### config.mk
export PLATFORM = sky130hd
export DESIGN_NAME = simon_encrypt_iter
export DESIGN_NICKNAME = d
export VERILOG_FILES = /design/src/rtl/simon_pkg.sv /design/src/rtl/simon_round.sv /design/src/rtl/simon_encrypt_iter.sv
export SDC_FILE = /design/constraint.sdc
export NUM_CORES = 1
export LEC_CHECK = 0
export ABC_AREA = 1
export BUFFER_PORTS_ARGS = -buffer_cell sky130_fd_sc_hd__buf_2
export CAP_MARGIN = 30
export CORE_ASPECT_RATIO = 1.4
export CORE_MARGIN = 10
export CORE_UTILIZATION = 56
export DETAILED_ROUTE_END_ITERATION = 16
export MAX_ROUTING_LAYER = met4
export PLACE_DENSITY = 0.8
export REMOVE_ABC_BUFFERS = 1
export SYNTH_ARGS = -nofsm -noshare
export SYNTH_HDL_FRONTEND = slang
export SYNTH_SLANG_ARGS = --single-unit
### constraint.sdc
create_clock -name clk -period 2.3 [get_ports clk]
set_input_delay 0.23 -clock clk [delete_from_list [all_inputs] [get_ports clk]]
set_output_delay 0.23 -clock clk [all_outputs]
set_load 0.005 [all_outputs]
### src/rtl/simon_pkg.sv
// simon_pkg: shared definitions for the Simon encryption core.
//   - default geometry (Simon32/64, 32 rounds)
//   - Z0 sequence constant (bit j is the j-th element of the sequence)
//   - FSM state encoding
//   - simon_f(): round function on a word of width n (n <= W_MAX)
package simon_pkg;

  localparam int N_DEF = 16;
  localparam int M_DEF = 4;
  localparam int T_DEF = 32;

  localparam int W_MAX = 64;
  localparam int Z_LEN = 62;

  // Written LSB-first relative to the published sequence: Z0[0] is the first element.
  localparam logic [Z_LEN-1:0] Z0 =
    62'b01100111000011010100100010111110110011100001101010010001011111;

  typedef enum logic [1:0] {
    IDLE = 2'd0,
    RUN  = 2'd1,
    DONE = 2'd2
  } state_e;

  // Rotate left by s within the low n bits; bits at and above n are returned as zero.
  function automatic logic [W_MAX-1:0] rol_n(input logic [W_MAX-1:0] x,
                                             input int s,
                                             input int n);
    logic [W_MAX-1:0] mask;
    int               sh;
    mask = (n >= W_MAX) ? '1 : ((W_MAX'(1) << n) - W_MAX'(1));
    sh   = s % n;
    if (sh == 0) return x & mask;
    return ((x << sh) | ((x & mask) >> (n - sh))) & mask;
  endfunction

  // f(x) = (rol1(x) & rol8(x)) ^ rol2(x), rotations modulo n
  function automatic logic [W_MAX-1:0] simon_f(input logic [W_MAX-1:0] x,
                                               input int n);
    return (rol_n(x, 1, n) & rol_n(x, 8, n)) ^ rol_n(x, 2, n);
  endfunction

endpackage

### src/rtl/simon_round.sv
// simon_round: one combinational forward Simon round.
//   {hi, lo} -> {lo ^ f(hi) ^ k, hi}
// Ports:
//   hi_i, lo_i  upper / lower state word in
//   k_i         round key
//   hi_o, lo_o  upper / lower state word out
module simon_round
  import simon_pkg::*;
#(
  parameter int N = N_DEF
) (
  input  logic [N-1:0] hi_i,
  input  logic [N-1:0] lo_i,
  input  logic [N-1:0] k_i,
  output logic [N-1:0] hi_o,
  output logic [N-1:0] lo_o
);

  logic [N-1:0] f_w;

  assign f_w  = N'(simon_f(W_MAX'(hi_i), N));
  assign hi_o = lo_i ^ f_w ^ k_i;
  assign lo_o = hi_i;

endmodule

### src/rtl/simon_encrypt_iter.sv
// simon_encrypt_iter: iterative Simon encryption core, one round per clock,
// key schedule expanded on the fly (M = 4 only).
// Ports:
//   clk, reset          clock (rising edge), synchronous active-high reset
//   in_valid/in_ready   plaintext + master key handshake
//   pt [2N]             plaintext {hi, lo}
//   key [M*N]           master key, k0 in the low word
//   out_valid/out_ready ciphertext handshake
//   ct [2N]             ciphertext {hi, lo}, held stable while out_valid
//   last_key [M*N]      only with SIMON_LAST_KEY_EN: schedule words
//                       k(T-4)..k(T-1), k(T-4) in the low word, for the
//                       decryptor to run the schedule backward
module simon_encrypt_iter
  import simon_pkg::*;
#(
  parameter int N = N_DEF,
  parameter int M = M_DEF,
  parameter int T = T_DEF
) (
  input  logic           clk,
  input  logic           reset,
  input  logic           in_valid,
  output logic           in_ready,
  input  logic [2*N-1:0] pt,
  input  logic [M*N-1:0] key,
  output logic           out_valid,
  input  logic           out_ready,
`ifdef SIMON_LAST_KEY_EN
  output logic [M*N-1:0] last_key,
`endif
  output logic [2*N-1:0] ct
);

  localparam int RW = $clog2(T);

  state_e          state_q;
  logic            in_ready_q;
  logic            out_valid_q;
  logic [2*N-1:0]  ct_q;
  logic [2*N-1:0]  x_q;
  logic [N-1:0]    kr_q [4];
  logic [RW-1:0]   round_q;
  logic [5:0]      j_q;

  logic [N-1:0]    hi_d;
  logic [N-1:0]    lo_d;
  logic [2*N-1:0]  x_d;
  logic [N-1:0]    tmp_a;
  logic [N-1:0]    tmp_b;
  logic [N-1:0]    kr3_d;
  logic            last_round;

  simon_round #(.N(N)) u_round (
    .hi_i (x_q[2*N-1:N]),
    .lo_i (x_q[N-1:0]),
    .k_i  (kr_q[0]),
    .hi_o (hi_d),
    .lo_o (lo_d)
  );

  assign x_d = {hi_d, lo_d};

  // Next schedule word: ~k(i) ^ tmp ^ z0[j] ^ 3
  assign tmp_a = {kr_q[3][2:0], kr_q[3][N-1:3]} ^ kr_q[1];
  assign tmp_b = tmp_a ^ {tmp_a[0], tmp_a[N-1:1]};
  assign kr3_d = ~kr_q[0] ^ tmp_b ^ N'(Z0[j_q]) ^ N'(3);

  assign last_round = (round_q == RW'(T - 1));

`ifdef SIMON_LAST_KEY_EN
  // Words k(T-4)..k(T-1) are in the shift register at round T-4; they are
  // staged there and published together with ct.
  logic [M*N-1:0] lk_stage_q;
  logic [M*N-1:0] last_key_q;
  assign last_key = last_key_q;
`endif

  always_ff @(posedge clk) begin
    if (reset) begin
      state_q     <= IDLE;
      in_ready_q  <= 1'b1;
      out_valid_q <= 1'b0;
      ct_q        <= '0;
      x_q         <= '0;
      kr_q[0]     <= '0;
      kr_q[1]     <= '0;
      kr_q[2]     <= '0;
      kr_q[3]     <= '0;
      round_q     <= '0;
      j_q         <= '0;
`ifdef SIMON_LAST_KEY_EN
      lk_stage_q  <= '0;
      last_key_q  <= '0;
`endif
    end else begin
      case (state_q)
        IDLE: begin
          if (in_valid && in_ready_q) begin
            x_q        <= pt;
            kr_q[0]    <= key[0*N +: N];
            kr_q[1]    <= key[1*N +: N];
            kr_q[2]    <= key[2*N +: N];
            kr_q[3]    <= key[3*N +: N];
            round_q    <= '0;
            j_q        <= '0;
            in_ready_q <= 1'b0;
            state_q    <= RUN;
          end
        end
        RUN: begin
          x_q     <= x_d;
          kr_q[0] <= kr_q[1];
          kr_q[1] <= kr_q[2];
          kr_q[2] <= kr_q[3];
          kr_q[3] <= kr3_d;
          j_q     <= (j_q == 6'(Z_LEN - 1)) ? 6'd0 : j_q + 6'd1;
`ifdef SIMON_LAST_KEY_EN
          if (round_q == RW'(T - 4)) begin
            lk_stage_q <= {kr_q[3], kr_q[2], kr_q[1], kr_q[0]};
          end
`endif
          if (last_round) begin
            ct_q        <= x_d;
            out_valid_q <= 1'b1;
            state_q     <= DONE;
`ifdef SIMON_LAST_KEY_EN
            last_key_q  <= lk_stage_q;
`endif
          end else begin
            round_q <= round_q + 1'b1;
          end
        end
        DONE: begin
          if (out_ready) begin
            out_valid_q <= 1'b0;
            in_ready_q  <= 1'b1;
            state_q     <= IDLE;
          end
        end
        default: begin
          state_q     <= IDLE;
          in_ready_q  <= 1'b1;
          out_valid_q <= 1'b0;
        end
      endcase
    end
  end

  assign in_ready  = in_ready_q;
  assign out_valid = out_valid_q;
  assign ct        = ct_q;

endmodule

==> results of run 1 <==
[worst paths after layout]
path / to / slack (ns) / cells past startpoint
hold / removal: kr_q[2][14] / 0.07 / 3
setup reg to reg: register / 0.28 / 18
hold reg to reg: out_valid / 0.45 / 2
setup / recovery: register / 0.28 / 18
[registers in the layout, summed over array words and instances, names as in the netlist, named ones only]
| register | count |
|---|---|
| kr_q | 64 |
| state_q | 2 |
| in_ready | 1 |
| round_q | 5 |
| x_q | 32 |
| j_q | 6 |
| ct | 32 |
| out_valid | 1 |
[cells in the mapped netlist (all sizes together), types with 2 or more instances]
| library cell | instances |
|---|---|
| xor2 | 52 |
| nor3 | 3 |
| xnor2 | 44 |
| a22oi | 2 |
| clkbuf | 17 |
| o21ai | 56 |
| nand2 | 157 |
| dfxtp | 80 |
| a31oi | 16 |
| a32o | 21 |
| a22o | 24 |
| o22ai | 16 |
| buf | 30 |
| a21oi | 55 |
| edfxtp | 64 |
| ha | 5 |
| nor2 | 22 |
| nand3 | 46 |
| inv | 66 |
[cells by family after synthesis]
logic type                 share of synthesized area
DFF                                            0.492
and+or+nand+nor                                0.143
xor gates and xnor gates                       0.117
adders and majority gates                    0.00873
AOI/OAI and AO/OA                              0.171
buffers and inverters                         0.0688
[worst max-delay path, stage by stage (launching register included)]
cell and delay [ns]:
dfxtp_1 0.43, ha_1 0.20, nand3_1 0.09, nor2_2 0.17, inv_2 0.07, nand2_1 0.07
o21ai_2 0.07, nand2_1 0.08, inv_1 0.05, ha_1 0.27, inv_1 0.03, nand2_1 0.05
nand2_1 0.05, nand2_1 0.06, nand2_1 0.04, nand2_1 0.05, nand2_1 0.05, nand2_1 0.05
nand2_1 0.04
[power breakdown]
group / internal, mW / switching [mW] / leakage, nW
clock: 1.64 / 1.05 / 0.287
combinational: 0.602 / 0.840 / 2.14
sequential: 2.98 / 0.266 / 1.35
[through the flow]
stage                     hold slack [ns]  TNS [ns]  instance area (µm²)   util
after floorplan                     0.299    -95.16                 6930      -
after detailed placement            0.440         0                 7970  0.641
after global routing               0.0772         0                 8550  0.688
after global placement              0.429         0                 7970  0.641
final                              0.0655         0                 8550  0.688
after CTS                          0.0598         0                 8550  0.688
[area by class of cell]
class                   count  share of cell area
inverters                  66              0.0295
multi-input cells         525               0.370
flip-flops and latches    144               0.412
well taps                 150              0.0219
repair buffers            153              0.0983
clock inverters             8             0.00907
clock buffers              23              0.0587
[routing by layer]
layer | track usage | vias up | share of wire
met3 | 0.0619 | 49 | 0.087
met1 | 0.259 | 2790 | 0.39
met4 | 0.0998 | 0 | 0.032
li1 | - | 2933 | -
met5 | - | - | 0
met2 | 0.360 | 291 | 0.49
[placed cells by master (no fill, tap or decap), types with 2 or more instances in the layout]
| master | n |
|---|---|
| a22oi_1 | 2 |
| nand2_2 | 5 |
| a31oi_1 | 16 |
| o21ai_1 | 4 |
| nand2_1 | 149 |
| a32o_1 | 21 |
| a21oi_1 | 53 |
| clkinv_2 | 2 |
| ha_1 | 5 |
| nor3_1 | 2 |
| buf_12 | 2 |
| clkbuf_16 | 19 |
| clkinv_4 | 2 |
| buf_4 | 18 |
| edfxtp_1 | 64 |
| clkbuf_1 | 2 |
| dfxtp_1 | 79 |
| a22o_1 | 24 |
| inv_2 | 5 |
| nand3_1 | 45 |
| o21ai_0 | 51 |
| xnor2_1 | 44 |
| xor2_1 | 52 |
| nor2_1 | 15 |
| nor2_2 | 6 |
| inv_1 | 59 |
| o22ai_1 | 16 |
| nand2_4 | 2 |
| buf_2 | 133 |
| inv_4 | 4 |
[repair_timing]
| action | in CTS | in global routing |
|---|---|---|
| hold buffers | 0 | 0 |
| setup endpoints to repair | 0 | 1 |
| setup buffers | 0 | 0 |
| gates resized for setup | 0 | 2 |
==> run metrics, run 1 <==
Seq/Total Area, Yosys=0.492; Post-Syn Area=7170 µm²; first-pass GRT wire length=31,000 µm; # clock sinks=144; final hold vios=0; period utilization=0.877; Setup WS post-layout=0.283 ns; Die Height=154 µm; CTS buffer count=17; initial antenna violation count=0; Max-slew headroom=0.642; worst setup path start=j_q[0]; min-delay src=key[46]; status=finished clean; register area=3520 µm²; area of the multi-input gates=3170 µm²; Crit. End Element=register; clk slew on worst S/H paths=0.06 ns; Initial Utilization=0.577; Max Transition Viols Final=0; RePlAce Congestion=0.898; Hold Path Class=primary input to register; Clock Latency Late Sink=0.43 ns; Ys Warns=0; Crit Path Category=register to register; # DRC=0; fill count=1,004; Area Growth Syn to Fin=19.3%; I/O Buffers=133; peak supply drop=0.582 mV; crit path DAT=2.33 ns; Worst Skew=0.00833 ns; die area=17,800 µm²; Leak Pwr=3.78 nW; worst reg2reg startpoint=j_q[0]; Yosys cell types=38; fin cells=1,069; Via Count=6,063; WL/cell=18.1 µm; CTS tree=done; # rows=48; core area=12,400 µm²; Post-synth EDFFs=64; DRT iter0 DRCs=418; # Max-Cap Violations=0; nets=1,012; H-tree Lvls=4; post-synthesis cell count=782; die width=116 µm; Synth top area share=0.268; pwr dens=864 nW/µm²; cell taking the most area after synthesis=edfxtp_1; DRT Wirelength=19,400 µm; post-DR vias/cell=5.67; diode count=0; total grt overflow=0; Root Buffer=clkbuf_16; Final setup viols=0; async set-reset flop share out of synthesis=0; TritonRoute pass-1 iters=5; Req. time, crit path=2.62 ns; Post-DRT Antenna Nets=0; ys flop type=dfxtp_1; largest cells by area after synthesis=edfxtp_1, dfxtp_1, nand2_1, xor2_1, xnor2_1; Startpoint Class=register; placed insts=1,038; largest net degree at the start of global routing=65; worst-path fanout max=6; layout cells sized above 1=0.231; unrepaired setup endpoints after global routing=no; vias in the first global route=6,132; pre-CTS WS=0.221 ns; Yosys reg bits=144; GRT Resource Usage Total=0.225; fin crit period=2.02 ns; DPL Wire Length=14,100 µm; IO Pins=134; fmax=496 MHz; Final Total Pwr=7.39 mW; syn_area_per_cell=9.17 µm²; Bufs on Longest Clock Path=2; Slew @ Worst Pin=0.537 ns
Note: power is estimated with default switching activity, not from simulation.
==> run 2: changes to the inputs <==
- ABC_AREA: 1 -> not set
- CORE_UTILIZATION: 56 -> 55
==> run 2 against run 1 <==
  * Critical path depth fell by 8
  * Final area is 3.4% lower
  * Power fell by 0.80%
  * Hold slack improved by 0.026 ns
  * Count of clock-buffer cells in the layout is 2 lower
  * Fmax down 2.7%
  * Global-route usage fell by 1.2 points
  * Critical path type unchanged
  * Highest routed layer unchanged
==> run metrics, run 2 <==
Yosys reg bits=144; Ys Warns=0; Crit Path Category=register to register; crit path DAT=2.42 ns; async set-reset flop share out of synthesis=0; Largest Register=kr_q; H-tree Lvls=4; Leak Pwr=3.28 nW; DPL Wire Length=13,300 µm; fill count=966; DR WL met3=1490 µm; Bufs on Longest Clock Path=2; DRT Wirelength=18,100 µm; core area=12,300 µm²; die width=114 µm; synth cell count leaders=nand2_1, xnor2_1, dfxtp_1; syn_area_per_cell=10.1 µm²; Seq/Total Area, Yosys=0.517; Post-DRT Antenna Nets=0; Hold Path Class=primary input to register; pre-CTS WS=0.237 ns; # DRC=0; final hold vios=0; Hold Path Depth=2; # clock sinks=144; Area Growth Syn to Fin=21.3%; top routing layer in use=met4; Crit. End Element=register; clk slew on worst S/H paths=0.06 ns; fin crit period=2.07 ns; Clock Latency Late Sink=0.42 ns; # Max-Cap Violations=0; post-synthesis cell count=676; Max Transition Viols Final=0; Worst Skew=0.00802 ns; commonest cells after routing, fill and taps aside=buf_2, nand2_1, xnor2_1; status=finished clean; first-pass GRT wire length=28,500 µm; Max-slew headroom=0.538; M1 WL=7210 µm; Finished Cell Area=8260 µm²; CTS tree=done; commonest non-fill, non-tap cell in the layout=buf_2; Startpoint Class=register; placed insts=930; Synth top area share=0.282; Final setup viols=0; number of flip-flops in the largest register=64; Area after DPL=7650 µm²; nets=904; fin cells=963; Hold Buf Count CTS=0; Die Height=152 µm; pwr dens=887 nW/µm²; cell taking the most area after synthesis=edfxtp_1; WL/cell=18.8 µm; largest cells by area after synthesis=edfxtp_1, dfxtp_1, xnor2_1, a22o_1, nand2_1; Post-synth EDFFs=64; period utilization=0.902; Initial Utilization=0.556; die area=17,300 µm²; IO Pins=134; Post-Syn Area=6810 µm²; Via Count=5,597; Final Total Pwr=7.33 mW; Slew @ Worst Pin=0.693 ns; most frequent cell after synthesis=nand2_1; post-DR vias/cell=5.81; peak supply drop=0.571 mV; Final Util=0.674; total grt overflow=0; # rows=48; CTS buffer count=17; TritonRoute pass-1 iters=5; unrepaired setup endpoints after global routing=no; CTS resizes=0; fmax=482 MHz; DRT iter0 DRCs=320; I/O Buffers=133; Req. time, crit path=2.64 ns; RePlAce Congestion=0.899; metal2 WL=8930 µm; Setup WS post-layout=0.227 ns; layout cells sized above 1=0.234; vias in the first global route=5,569; ys flop type=dfxtp_1; largest net degree at the start of global routing=64; worst-path fanout max=5; Root Buffer=clkbuf_16; Yosys cell types=49; GRT Resource Usage Total=0.214; post-CTS setup buffer count=0; initial antenna violation count=1; FF-to-FF path depth=10
## run 2: changes by cell type in the layout (fill, tap and decap cells not counted), sizes merged, moves of 18 or more
cell,delta
nand2,-52
nand3,-41
a22o,+39
xor2,-35
xnor2,+40
nor2,+46
o21ai,-53
nor3,+18
inv,-61
a32o,-21
## run 2: worst paths after layout
kind	startpoint	to	slack (ns)
setup / recovery	j_q[1]	register	0.23
hold / removal	key[39]	kr_q[2][7]	0.09
setup reg to reg	j_q[1]	register	0.23
hold reg to reg	ct[2]	ct[2]	0.45
## run 2: worst max-delay path, stage by stage (launching register included)
cell and delay (ns):
dfxtp_1 0.41, inv_1 0.06, ha_1 0.20, nand3_1 0.14
o21ai_1 0.11, mux2_2 0.33, nor2_1 0.11, ha_1 0.23
o21ai_0 0.16, o22ai_1 0.11, o22ai_1 0.16
## run 2: cells by family (layout without fill, tap and decap cells)
logic type,after synthesis,count (layout),synth area share
simple gates,218,218,0.134
compound gates,156,156,0.177
flops,144,144,0.517
xor+xnor,101,101,0.130
buf+inv,50,186,0.0292
fa+ha+maj,5,5,0.00918
mux,2,2,0.00312
other cells,0,1,0
## run 2: through the flow
stage	TNS (ns)	hold WS (ns)
floorplan	-124.27	0.299
global placement	0	0.440
detailed placement	0	0.445
CTS	0	0.0779
global route	0	0.0801
finish	0	0.0919
## run 2: final cells by class
cell class,instances,area (µm²),area share
Antenna cell,1,2.50,0.000303
Clock buffer,21,483,0.0584
Clock inverter,11,126,0.0153
Inverter,4,15.0,0.00182
Multi-Input combinational cell,482,3110,0.376
Sequential cell,144,3520,0.426
Tap cell,150,188,0.0227
Timing Repair Buffer,150,818,0.0990
## run 2: report_power, final
part,leakage (nW),switching (mW),internal (mW)
Combinational,1.63,0.725,0.625
Clock,0.298,1.07,1.73
Sequential,1.35,0.232,2.94
Total,3.28,2.03,5.30
## run 2: metal layers
layer / vias to the layer above / track usage
li1: 2673 / -
met1: 2634 / 0.248
met2: 259 / 0.344
met3: 31 / 0.0575
met4: 0 / 0.0911
met5: - / -
